File: config.mk
export PLATFORM = sky130hd
export DESIGN_NAME = regfile_wb_arbiter
export DESIGN_NICKNAME = d
export VERILOG_FILES = /design/src/rtl/regfile_wb_arbiter_pkg.sv /design/src/rtl/regfile_wb_arbiter_rr.sv /design/src/rtl/regfile_wb_arbiter.sv
export SDC_FILE = /design/constraint.sdc
export NUM_CORES = 1
export LEC_CHECK = 0
export ABC_AREA = 1
export CORE_UTILIZATION = 25
export CTS_BUF_LIST = sky130_fd_sc_hd__clkbuf_4
export CTS_CLUSTER_SIZE = 14
export DETAILED_ROUTE_END_ITERATION = 16
export PLACE_DENSITY_LB_ADDON = 0.3
export SLEW_MARGIN = 20
export SYNTH_ARGS = -nofsm -noshare
export SYNTH_HDL_FRONTEND = slang
export SYNTH_SLANG_ARGS = --single-unit
File: constraint.sdc
create_clock -name clock -period 2.05 [get_ports clock]
set_input_delay 0.3075 -clock clock [delete_from_list [all_inputs] [get_ports clock]]
set_output_delay 0.3075 -clock clock [all_outputs]
set_load 0.05 [all_outputs]
File: src/rtl/regfile_wb_arbiter_pkg.sv
// Shared definitions for the register-file writeback arbiter: FSM encoding,
// requester count/indices, and small round-robin helpers.
package regfile_wb_arbiter_pkg;

   localparam int unsigned NUM_REQ = 3;
   localparam int unsigned REG_W   = 5;
   localparam int unsigned DATA_W  = 32;
   localparam int unsigned PTR_W   = 2;

   localparam logic [PTR_W-1:0] REQ_ALU   = 2'd0;
   localparam logic [PTR_W-1:0] REQ_LOAD  = 2'd1;
   localparam logic [PTR_W-1:0] REQ_DEBUG = 2'd2;

   localparam logic [REG_W-1:0] FIRST_CLEAR_REG = 5'd1;
   localparam logic [REG_W-1:0] LAST_CLEAR_REG  = 5'd31;

   typedef enum logic [0:0] {
      ST_IDLE  = 1'b0,
      ST_CLEAR = 1'b1
   } state_t;

   // Requester that follows idx in round-robin order (2 wraps to 0).
   function automatic logic [PTR_W-1:0] next_ptr(input logic [PTR_W-1:0] idx);
      return (idx == REQ_DEBUG) ? REQ_ALU : PTR_W'(idx + 2'd1);
   endfunction

   // Index of the set bit in a one-hot grant (0 when empty).
   function automatic logic [PTR_W-1:0] grant_index(input logic [NUM_REQ-1:0] g);
      if (g[REQ_DEBUG])     return REQ_DEBUG;
      else if (g[REQ_LOAD]) return REQ_LOAD;
      else                  return REQ_ALU;
   endfunction

endpackage

File: src/rtl/regfile_wb_arbiter_rr.sv
// rr_arbiter3: combinational three-way round-robin grant.
// Ports: valid   - request bits
//        pointer - highest-priority requester this cycle
//        grant   - one-hot grant, zero when no request
module rr_arbiter3
   import regfile_wb_arbiter_pkg::*;
(
   input  logic [NUM_REQ-1:0] valid,
   input  logic [PTR_W-1:0]   pointer,
   output logic [NUM_REQ-1:0] grant
);

   // Search order starts at pointer and wraps.
   always_comb begin
      grant = '0;
      case (pointer)
         REQ_LOAD: begin
            if (valid[1])      grant = 3'b010;
            else if (valid[2]) grant = 3'b100;
            else if (valid[0]) grant = 3'b001;
         end
         REQ_DEBUG: begin
            if (valid[2])      grant = 3'b100;
            else if (valid[0]) grant = 3'b001;
            else if (valid[1]) grant = 3'b010;
         end
         default: begin
            if (valid[0])      grant = 3'b001;
            else if (valid[1]) grant = 3'b010;
            else if (valid[2]) grant = 3'b100;
         end
      endcase
   end

endmodule

File: src/rtl/regfile_wb_arbiter.sv
// Register-file writeback arbiter: round-robin merges three write requesters
// (ALU, load, debug) into one registered write port, and runs a clear sweep
// writing CLEAR_VALUE to registers 1..31.
// Ports: clock, reset (sync, active-high)
//        req_valid/req_ready/req_reg/req_data - per-requester handshake
//        clear_start - pulse that starts a sweep
//        regwrite/write_reg/write_data - registered write port
//        busy - sweep in progress; clear_done - pulse on the reg-31 write
module regfile_wb_arbiter
   import regfile_wb_arbiter_pkg::*;
#(
   parameter logic [DATA_W-1:0] CLEAR_VALUE = 32'h0
)(
   input  logic                              clock,
   input  logic                              reset,
   input  logic [NUM_REQ-1:0]                req_valid,
   output logic [NUM_REQ-1:0]                req_ready,
   input  logic [NUM_REQ-1:0][REG_W-1:0]     req_reg,
   input  logic [NUM_REQ-1:0][DATA_W-1:0]    req_data,
   input  logic                              clear_start,
   output logic                              regwrite,
   output logic [REG_W-1:0]                  write_reg,
   output logic [DATA_W-1:0]                 write_data,
   output logic                              busy,
   output logic                              clear_done
);

   state_t               state, next_state;
   logic [PTR_W-1:0]     ptr, ptr_nx;
   logic [REG_W-1:0]     cnt, cnt_nx;
   logic [NUM_REQ-1:0]   grant;
   logic [PTR_W-1:0]     gidx;
   logic                 regwrite_nx;
   logic [REG_W-1:0]     write_reg_nx;
   logic [DATA_W-1:0]    write_data_nx;
   logic                 clear_done_nx;

   rr_arbiter3 u_rr (
      .valid   (req_valid),
      .pointer (ptr),
      .grant   (grant)
   );

   assign gidx = grant_index(grant);
   assign busy = (state != ST_IDLE);

   // State register.
   always_ff @(posedge clock) begin
      if (reset) state <= ST_IDLE;
      else       state <= next_state;
   end

   // Next-state logic; clear_start beats any request in IDLE.
   always_comb begin
      next_state = state;
      case (state)
         ST_IDLE:  if (clear_start) next_state = ST_CLEAR;
         ST_CLEAR: if (cnt == LAST_CLEAR_REG) next_state = ST_IDLE;
         default:  next_state = ST_IDLE;
      endcase
   end

   // Output/datapath next values; grant is only non-zero where valid is set,
   // so a non-zero grant in IDLE is a completed transfer.
   always_comb begin
      req_ready     = '0;
      regwrite_nx   = 1'b0;
      write_reg_nx  = write_reg;
      write_data_nx = write_data;
      clear_done_nx = 1'b0;
      ptr_nx        = ptr;
      cnt_nx        = cnt;
      case (state)
         ST_IDLE: begin
            if (clear_start) begin
               cnt_nx = FIRST_CLEAR_REG;
            end else begin
               req_ready = grant;
               if (|grant) begin
                  regwrite_nx   = (req_reg[gidx] != '0);
                  write_reg_nx  = req_reg[gidx];
                  write_data_nx = req_data[gidx];
                  ptr_nx        = next_ptr(gidx);
               end
            end
         end
         ST_CLEAR: begin
            regwrite_nx   = 1'b1;
            write_reg_nx  = cnt;
            write_data_nx = CLEAR_VALUE;
            cnt_nx        = REG_W'(cnt + 5'd1);
            clear_done_nx = (cnt == LAST_CLEAR_REG);
         end
         default: ;
      endcase
   end

   // Registered write port, pointer and sweep counter.
   always_ff @(posedge clock) begin
      if (reset) begin
         regwrite   <= 1'b0;
         write_reg  <= '0;
         write_data <= '0;
         clear_done <= 1'b0;
         ptr        <= REQ_ALU;
         cnt        <= '0;
      end else begin
         regwrite   <= regwrite_nx;
         write_reg  <= write_reg_nx;
         write_data <= write_data_nx;
         clear_done <= clear_done_nx;
         ptr        <= ptr_nx;
         cnt        <= cnt_nx;
      end
   end

endmodule
# Yosys cells after proc, flatten, opt, wreduce, memory -nomap -nowiden
# Index checks and enable logic that the tools add are counted.
[op_classes]
add_sub_neg = 2
order_cmp = 1
n_eq_ne = 7
mux = 33
bitwise_logic = 2
reduce_logical = 5
[ops]
columns = ["op", "count"]
rows = [
  ["$mux W32", 3],
  ["$bmux W32 S2", 1],
  ["$pmux W32 S2", 1],
  ["$mux W3", 9],
  ["$mux W5", 4],
  ["$pmux W5 S2", 2],
  ["$bmux W5 S2", 1],
  ["$mux W1", 6],
  ["$mux W2", 3],
  ["$ne A2 B2 Y1 const B", 3],
  ["$pmux W3 S2", 1],
  ["$add A5 B1 Y5 const B", 1],
  ["$eq A5 B5 Y1 const B", 1],
  ["$reduce_bool A5 Y1", 1],
  ["$eq A2 B2 Y1 const B", 2],
  ["$pmux W1 S2", 2],
  ["$lt A2 B3 Y1 const B", 1],
  ["$reduce_and A3 Y1", 1],
  ["$reduce_or A3 Y1", 1],
  ["$add A2 B1 Y2 const B", 1],
  ["$eq A2 B1 Y1 const B", 1],
  ["$not A1 Y1", 2],
  ["$reduce_and A2 Y1", 1],
  ["$reduce_or A2 Y1", 1],
]
[word_totals]
reg_bits = 47
input_bits = 117
output_inout_bits = 43
wordCells = 57

# Depth between registers and ports, before layout
# Gate-level depths: netlist of run 1.
[depth]
word_depth = 12
ltp_mapped = 16
ltp_nobuf = 15

# Hierarchy
# Synthesis of run 1 repeated with hierarchy kept, for this count alone.
[unflattened]
hier_cells = 433
area_unflattened_um2 = 2655.0
[by_module_without_submodules]
columns = ["mod", "n_inst", "cells_each", "area_each_um2", "seq_area_each_um2"]
rows = [
  ["regfile_wb_arbiter", 1, 405, 2508.7, 940.9],
  ["rr_arbiter3", 1, 28, 146.4, 0.0],
]

# Worst setup path after synthesis of run 1
# No wires, ideal clock.
[synth_timing]
path_kind = "register to register"
startpoint = "register ptr[0]"
endpoint = "register write_data[20]"
setup_time_ps = 70
arrival_ps = 2090
required_time_ps = 1980
path_slack_ps = -111
stages_incl_launch_ff = 12
n_path_buf = 1
period_less_slack_ps = 2161
path_cell_list = "dfxtp_1 -> inv_1 -> ha_1 -> inv_1 -> nand3_2 -> nand2_4 -> buf_2 -> nor2_1 -> nand2_1 -> nand2_1 -> a21oi_1 -> a21oi_1"
[synth_between]
elab_chain_len = 9
elab_cells_between_ends = 13
classes_between = "eq/ne: 3; mux: 8; reduce/logical: 2"
[synth_rtl]
columns = ["element", "line", "rtl"]
rows = [
  ["start: declaration", "regfile_wb_arbiter.sv:29", "logic [PTR_W-1:0] ptr, ptr_nx;"],
  ["start signal: assignment", "regfile_wb_arbiter.sv:112", "ptr <= ptr_nx;"],
  ["$eq A2 B2 Y1 or $eq A2 B1 Y1 (tied branches)", "regfile_wb_arbiter_rr.sv:16", "case (pointer)"],
  ["$pmux W3 S2 *", "regfile_wb_arbiter_rr.sv:16", ""],
  ["$mux W1", "regfile_wb_arbiter_pkg.sv:30", "else if (g[REQ_LOAD]) return REQ_LOAD;"],
  ["$mux W2", "regfile_wb_arbiter_pkg.sv:29", "if (g[REQ_DEBUG]) return REQ_DEBUG;"],
  ["$bmux W32 S2", "regfile_wb_arbiter.sv:82", "write_data_nx = req_data[gidx];"],
  ["$mux W32 (not written as such)", "regfile_wb_arbiter.sv:82", ""],
  ["$mux W32", "regfile_wb_arbiter.sv:79", "if (|grant) begin"],
  ["$mux W32", "regfile_wb_arbiter.sv:75", "if (clear_start) begin"],
  ["$pmux W32 S2", "regfile_wb_arbiter.sv:73", "case (state)"],
  ["end signal: assignment", "regfile_wb_arbiter.sv:110", "write_data <= write_data_nx;"],
  ["end: declaration", "regfile_wb_arbiter.sv:23", "output logic [DATA_W-1:0] write_data,"],
]
# Every way passes the cells marked *; elsewhere a longest branch is shown, timed or not. The select of a mux whose other input is x is not followed.
# A chain may end at the register's enable or synchronous reset.

# Worst setup path after layout of run 1
[layout_timing]
startpoint = "register ptr[0]"
endpoint = "output port req_ready[2]"
[layout_between]
elab_chain_len = 4
elab_cells_between_ends = 5
classes_between = "eq/ne: 2; mux: 3"
[layout_rtl]
columns = ["element", "line", "rtl"]
rows = [
  ["$eq A2 B2 Y1 or $eq A2 B1 Y1 (tied branches)", "regfile_wb_arbiter_rr.sv:16", ""],
  ["$pmux W3 S2 *", "regfile_wb_arbiter_rr.sv:16", ""],
  ["$mux W3 *", "regfile_wb_arbiter.sv:75", ""],
  ["$mux W3 *", "regfile_wb_arbiter.sv:73", ""],
  ["end: declaration", "regfile_wb_arbiter.sv:17", "output logic [NUM_REQ-1:0] req_ready,"],
]
# Every way passes the cells marked *; elsewhere a longest branch is shown, timed or not.

==> run_results.csv, run 1 <==
group,metric,value,unit
run_status,status,"complete, no violations",
place,port_buffers,159,
grt,track_usage,0.176,
clock_network,cts_num_sinks,47,
sta,slew_violations,0,
layout,area_growth,78.7,%
grt,grt_pass1_vias,3214,
floorplan,core_area,10800,µm²
logic_synthesis,synthMuxAreaShare,0,
sta,relSlewSlack,0.641,
pwr,total_power,2.75,mW
routing,routed_wl,10.7,mm
routing,wl_per_cell,13.8,µm
flow_run,drv_cap,0,
layout,nets,757,
logic_synthesis,synth.ff_latch_count,47,
logic_synthesis,synth_top_family_by_area,"simple AND/OR/NAND/NOR gates",
logic_synthesis,syn-num-nets,574,
floorplan,die_h,107,µm
worst_hold_path,hold_depth,2,
layout,largest_reg_flops,32,
routing,ant_nets,0,
routing,firstDrtPassIters,5,
worst_setup_path,worst-endpoint-required,1740,ps
floorplan,die_w,107,µm
grt,antenna_found_initial,0,
clock_network,cts_buffers,5,
sta,finalHoldViolCount,0,
logic_synthesis,ys_types,26,
layout,antenna_cells,0,
worst_hold_path,min_path_type,"reg2reg",
worst_setup_path,critPathKind,"reg2out",
grt,overflow,0,
worst_setup_path,critPathBufInv,3,
worst_setup_path,cpLargestDelayFamily,"buffers and inverters",
logic_synthesis,synth_simple_gate_area_frac,0.452,
sta,period_share,0.971,
routing,drc,0,
logic_synthesis,synthAdderAreaFrac,0.0181,
logic_synthesis,synth.avg_cell_area,6.12,µm²
worst_setup_path,critPathArrivalTime,1680,ps
sta,whs,474,ps
layout,fillers,1092,
layout,final_common_cell,"nand2_1",
worst_setup_path,cp_max_fo,5,
clock_network,root_buffer,"clkbuf_4",
logic_synthesis,syn_inst,453,
worst_setup_path,start_kind,"flop",
worst_setup_path,crit_cells,8,
logic_synthesis,ys_seq_area_frac,0.340,
clock_network,clk_path_buf_depth,2,
clock_network,htreeDepth,2,
worst_setup_path,crit_top_cell,"nand3_4",
routing,num_vias,3487,
logic_synthesis,yosys.area_share.xor_xnor,0,
floorplan,dieArea,11500,µm²
worst_setup_path,rrSetupSlack,170,ps
worst_setup_path,cp_slowest_stage_delay,380,ps
worst_setup_path,ff2ff_path_depth,14,
grt,grt_start_max_net_pins,34,
clock_network,clock_latency,370,ps
clock_network,tritoncts,"done",
logic_synthesis,synth_compound_area_frac,0.0907,
place,dp_hpwl,8.03,mm
grt,grt_pass1_wl,15.7,mm
worst_setup_path,cp_cell_sequence,"buf_6 -> ha_4 -> nand3_4 -> nand3_4 -> nand2_4 -> buf_4 -> nor2_4 -> buf_12",
worst_setup_path,critPathCaptureType,"primary output",
routing,avgViaCountPerCell,4.49,
pwr,p_leak,2.15,nW
routing,drtIter0Drc,185,
layout,drive_gt1_frac,0.121,
floorplan,start_util,0.256,
floorplan,ios,160,
sta,finalCriticalPeriod,1990,ps
logic_synthesis,yosysWarnings,0,
sta,rsz0062_at_grt,"yes",
sta,finClkSkew,9.79,ps
sta,finalSetupViolCount,0,
layout,final_cell_mix,"nand2_1 (186), clkdlybuf4s50_1 (155), nand3_1 (61), dfxtp_1 (45), buf_4 (33)",
sta,fmax,0.502,GHz
clock_network,clkSlewWorstSetupHoldPaths,140,ps
logic_synthesis,syn_area,2770,µm²
worst_setup_path,crit_slowest_cell,"dfxtp_2",
place,gp_congestion,0.821,
sta,tightest_slew,537,ps
floorplan,rows,38,
pwr,peakVddDrop,0.233,mV
pwr,power_density,555,nW/µm²
-- repair_timing --
| item | 4_1_cts | 5_1_grt |
|---|---|---|
| hold buffers | 0 | 0 |
| cloned | 0 | 2 |
| pin swaps | 4 | 10 |
| resized for setup | 5 | 20 |
| buffers inserted | 7 | 4 |
| endpoints found under the setup margin | 4 | 36 |
-- final timing paths --
check | from | endpoint
setup / recovery | ptr[0] | req_ready[2]
hold / removal | write_data[22] | write_data[22]
setup reg to reg | ptr[0] | write_data[30]
hold reg to reg | write_data[22] | write_data[22]
-- worst reg2reg max path, delay by kind of cell (launching register included) --
kind | cells | cell delay (ps)
adder cells (fa/ha/maj) | 1 | 270
flip-flops | 1 | 380
AO/OA/AOI/OAI | 1 | 120
AND/OR/NAND/NOR | 7 | 480
buffers and inverters | 5 | 580
-- synthesized netlist by cell type (all sizes together) --
cell / count / share of area
nand2: 192 / 0.27
nand3: 65 / 0.13
dfxtp: 47 / 0.34
inv: 39 / 0.053
nor2: 35 / 0.048
a21oi: 31 / 0.056
buf: 16 / 0.039
clkbuf: 6 / 0.0081
o21ai: 5 / 0.013
o21bai: 5 / 0.014
ha: 4 / 0.018
a211oi: 3 / 0.0081
nor3: 2 / 0.0036
nand3b: 1 / 0.0027
nand4: 1 / 0.0023
or2: 1 / 0.0023
-- per-stage QoR --
stage	cell area (µm²)	setup WS, ps	setup TNS, ps	std cells	util
floorplan	2780	138	0	453	-
global placement	4690	-70.6	-1460	758	0.433
detailed placement	4690	-125	-3130	758	0.433
CTS	4820	8.31	0	772	0.445
global route	4950	-29.5	-47.2	777	0.457
finish	4950	59.6	0	777	0.457
-- area by class of cell --
cell class                      instances  area [µm²]  share of cell area
Tap cell                              140         175              0.0354
Inverter                               39         156              0.0316
Timing Repair Buffer                  198        1990               0.402
Clock inverter                          3        23.8             0.00480
Clock buffer                            5        37.5             0.00758
Sequential cell                        47         943               0.191
Multi-Input combinational cell        345        1620               0.328
-- power breakdown --
part           internal (mW)  switching, mW  leakage (nW)
registers              0.975         0.0353         0.384
logic                  0.590          0.693          1.74
clock network          0.138          0.317        0.0278
-- cell families after synthesis --
| family | Yosys count |
|---|---|
| buffers and inverters | 61 |
| AND/OR/NAND/NOR | 297 |
| adder cells (fa/ha/maj) | 4 |
| flip-flops | 47 |
| AO/OA/AOI/OAI | 44 |
-- routing by layer --
layer | vias up | routed length (µm) | GRT usage
met1 | 1580 | 4560 | 0.207
met4 | 0 | 134 | 0.0421
met3 | 11 | 661 | 0.0400
li1 | 1797 | - | -
met5 | - | 0 | 0
met2 | 99 | 5390 | 0.321
No activity file was read; power rests on OpenSTA's default activity.
==> run 2: changes to the inputs <==
Settings changed: CTS_CLUSTER_DIAMETER from default to 100.
==> results of run 2 <==
Final layout, timing and power as in run 1 (identical DEF).
